--- config.mk ---
export PLATFORM = sky130hd
export DESIGN_NAME = bp_move_rule
export DESIGN_NICKNAME = d
export VERILOG_FILES = /design/src/rtl/bp_pkg.sv /design/src/rtl/bp_move_rule.sv
export SDC_FILE = /design/constraint.sdc
export NUM_CORES = 1
export LEC_CHECK = 0
export BUFFER_PORTS_ARGS = -buffer_cell sky130_fd_sc_hd__clkbuf_2
export CORE_AREA = 2 2 39 41
export DETAILED_ROUTE_END_ITERATION = 16
export DIE_AREA = 0 0 41 43
export PLACE_DENSITY = 0.73
export SYNTH_ARGS = -nofsm -noshare
export SYNTH_HDL_FRONTEND = slang
export SYNTH_SLANG_ARGS = --single-unit
--- constraint.sdc ---
create_clock -name vclk -period 2.14
set_input_delay 0.107 -clock vclk [all_inputs]
set_output_delay 0.107 -clock vclk [all_outputs]
set_load 0.05 [all_outputs]
--- src/rtl/bp_pkg.sv ---
// Shared constants and types for the bomberman path checker.
// Optional feature macro: BP_CHK_DOUBLE_JUMP_EN (flags back-to-back jumps).
package bp_pkg;

  localparam int ROWS = 64;
  localparam int COLS = 8;

  localparam logic [5:0] LAST_ROW  = 6'(ROWS - 1);
  localparam logic [5:0] LAST_MOVE = 6'(ROWS - 2);

  localparam logic [1:0] ROAD = 2'd0;
  localparam logic [1:0] LOW  = 2'd1;
  localparam logic [1:0] HIGH = 2'd2;
  localparam logic [1:0] WALL = 2'd3;

  localparam logic [1:0] STAY  = 2'd0;
  localparam logic [1:0] RIGHT = 2'd1;
  localparam logic [1:0] LEFT  = 2'd2;
  localparam logic [1:0] JUMP  = 2'd3;

  localparam logic [1:0] ERR_NONE = 2'd0;
  localparam logic [1:0] ERR_WALL = 2'd1;
  localparam logic [1:0] ERR_LOW  = 2'd2;
  localparam logic [1:0] ERR_JUMP = 2'd3;

  typedef enum logic [2:0] {
    ST_IDLE   = 3'd0,
    ST_LOAD   = 3'd1,
    ST_WAIT   = 3'd2,
    ST_CHECK  = 3'd3,
    ST_REPORT = 3'd4
  } state_t;

endpackage

--- src/rtl/bp_move_rule.sv ---
// Combinational legality rule for one move: next column and error code.
// Optional feature macro: BP_CHK_DOUBLE_JUMP_EN adds the previous-move input.
module bp_move_rule
  import bp_pkg::*;
(
  input  logic [2:0]  col,
  input  logic [1:0]  mv,
  input  logic [15:0] row,
`ifdef BP_CHK_DOUBLE_JUMP_EN
  input  logic [1:0]  prev_mv,
`endif
  output logic [2:0]  next_col,
  output logic [1:0]  err
);

  logic       edge_err_s;
  logic [1:0] cell_s;
  logic [1:0] cell_err_s;
  logic       dbl_jump_s;

  // Column step with edge saturation, then target-cell and jump checks.
  always_comb begin
    edge_err_s = 1'b0;
    next_col   = col;
    case (mv)
      RIGHT: begin
        if (col == 3'd7) edge_err_s = 1'b1;
        else             next_col   = col + 3'd1;
      end
      LEFT: begin
        if (col == 3'd0) edge_err_s = 1'b1;
        else             next_col   = col - 3'd1;
      end
      default: next_col = col;
    endcase

    cell_s = row[{next_col, 1'b0} +: 2];
    case (cell_s)
      WALL:    cell_err_s = ERR_WALL;
      LOW:     cell_err_s = (mv != JUMP) ? ERR_LOW : ERR_NONE;
      HIGH:    cell_err_s = (mv == JUMP) ? ERR_JUMP : ERR_NONE;
      default: cell_err_s = ERR_NONE;
    endcase

`ifdef BP_CHK_DOUBLE_JUMP_EN
    dbl_jump_s = (mv == JUMP) && (prev_mv == JUMP);
`else
    dbl_jump_s = 1'b0;
`endif

    if (edge_err_s)                   err = ERR_WALL;
    else if (cell_err_s != ERR_NONE)  err = cell_err_s;
    else if (dbl_jump_s)              err = ERR_JUMP;
    else                              err = ERR_NONE;
  end

endmodule

==> impl_metrics.toml <==
[status]
status = "finished with violations"
violations = "setup timing"

[global_route]
gr-total-overflow = 0
grt_max_degree = 8
antenna_found_initial = 0
grt_pass1_wl_um = 2180
first_global_vias = 577
grt_usage_pct = 16.3

[synthesis]
yosys_warnings = 0
yosys.area_share.xor_xnor_pct = 0
syn_area_per_cell_um2 = 7.41
synthMuxAreaShare_pct = 6.86
syn_nets = 91
yosysSeqAreaShare_pct = 0
synth_fa_ha_area_share_pct = 15.8
yosys.area_share.simple_pct = 22.4
synth_area_um2 = 474
syn_inst = 64
synth_top_family_by_area = "compound AO/OA/AOI/OAI gates"
synth_compound_area_share_pct = 44.6
synth_cell_types = 33

[final_layout]
multi_input_area_um2 = 577
clkbuf_count = 0
area_growth_pct = 116
fin_cells = 125
fin_area_mm2 = 0.00102
design.seq.count = 0
regArea_um2 = 0
n_antenna_cell = 0
nets = 138
final_layout_size_suffix_gt1_share_pct = 73.4
fillCellCount = 104

[worst_setup_path]
cp_data_arrival_time_ns = 2.38
cp_max_fo = 5
worst-setup-path-type = "in -> out"
cp-start-kind = "input port"
critPathCaptureType = "primary output"
crit_required_ns = 2.03

[sta]
grt_setup_unrepaired = "yes"
tightest_slew_ns = 0.375
fin_crit_ns = 2.49
finalHoldViolCount = 0
worst_slack_ns = -0.345
slew_headroom_pct = 74.9
fmax_mhz = 402
holdWs_ns = 0.844
finalSetupViolations = 2
slew_violations = 0
finalCritPeriodShare_pct = 116
finalSetupTns_ns = -0.465

[drt]
wl_met3_um = 75
avgViaCountPerCell = 5.20
top_layer = "met3"
vias = 650
drc = 0
drt-met1-wl_um = 574
drt_pass1_iterations = 1
wl_met2_um = 828
wl_per_cell_um = 11.8
drt_wl_total_um = 1480
postRouteAntennaNets = 0
drtIter0Drc = 0

[worst_hold_path]
min_path_type = "in -> out"

[power]
p_int_mw = 0.183
clockPowerShare_pct = 0
power_frac_seq_pct = 0
power.leakage_nw = 0.449
switchingPower_mw = 0.198
power_frac_comb_pct = 100.0
ir_drop_v = 0.000185
switching_share_pct = 51.9
p_per_area_mw_per_mm2 = 373

[floorplan]
core_mm2 = 0.00138
die_w_um = 41
die_h_um = 43
die_area_mm2 = 0.00176
io_pins = 26
rows = 14
start_util_pct = 34.3

[placed_design]
post-place-ws_ns = -0.585
gp_congestion = 0.781
hpwl_um = 1090
dp.cells = 123
place_area_um2 = 843
numPortBuffers = 26

[flow_run]
cap_violations = 0

[clock_tree]
cts_hold_buf = 0
path summary, 6_finish.rpt:
path | slack [ns] | from | cells after the start | to
hold / removal | 0.84 | row[0] | 6 | err[1]
setup / recovery | -0.35 | col[0] | 11 | err[1]
cells by family (layout without fill, tap and decap cells):
kind of cell / count (synthesis) / in the layout
compound gates: 23 / 23
simple gates: 19 / 19
buf+inv: 13 / 58
fa+ha+maj: 6 / 6
mux: 3 / 3
layer usage:
| metal | up-vias | GRT usage (%) |
|---|---|---|
| met3 | 0 | 0 |
| met5 | - | 0 |
| met1 | 299 | 18.7 |
| met4 | 0 | 0 |
| met2 | 20 | 32.5 |
| li1 | 331 | - |
worst max-delay path: stages:
cell and delay (ns):
clkbuf_8 0.13, ha_2 0.20, nand2_2 0.07, o211a_4 0.25
a21oi_4 0.18, inv_4 0.08, a2111oi_2 0.43, nor4_2 0.12
or4_4 0.50, a21oi_4 0.15, buf_8 0.15
synth_stat cells, types with 2 or more instances:
library cell / n / share of area [%]
nand2_1: 4 / 3.2
ha_1: 6 / 16
a211oi_1: 4 / 6.3
nor2_1: 2 / 1.6
a2111oi_0: 3 / 5.5
a21o_1: 2 / 3.2
nand3_1: 3 / 3.2
nor2b_1: 2 / 2.6
inv_2: 2 / 1.6
inv_1: 11 / 8.7
a21oi_1: 2 / 2.1
o21ai_0: 2 / 2.1
layout by cell type (no fill, tap or decap), types with 3 or more instances in the layout:
| master | instances |
|---|---|
| buf_6 | 4 |
| ha_4 | 3 |
| nand2_1 | 4 |
| clkbuf_2 | 20 |
| a211oi_2 | 3 |
| buf_4 | 16 |
| inv_1 | 5 |
through the flow:
| stage | util (%) | power (mW) |
|---|---|---|
| CTS | 70.0 | 0.353 |
| detailed placement | 60.9 | 0.300 |
| floorplan | - | 0.197 |
| global route | 73.9 | 0.405 |
| global placement | 60.9 | 0.296 |
| finish | 73.9 | 0.382 |
timing repair:
action	4_1_cts	5_1_grt
gates resized for setup	22	18
buffers inserted	1	1
cloned	0	0
pin swaps	6	8
endpoints found under the setup margin	2	2
final cells by class:
| type | instances | area share, % |
|---|---|---|
| timing repair buffer | 45 | 33.2 |
| multi-input combinational | 51 | 56.4 |
| tap | 16 | 1.96 |
| inverter | 13 | 8.45 |
power by group through the flow:
stage,Combinational (mW),Sequential (mW),Clock [mW]
global placement,0.296,0,0
finish,0.382,0,0
CTS,0.353,0,0
global route,0.405,0,0
detailed placement,0.300,0,0
floorplan,0.197,0,0
No activity file was read; power rests on OpenSTA's default activity.
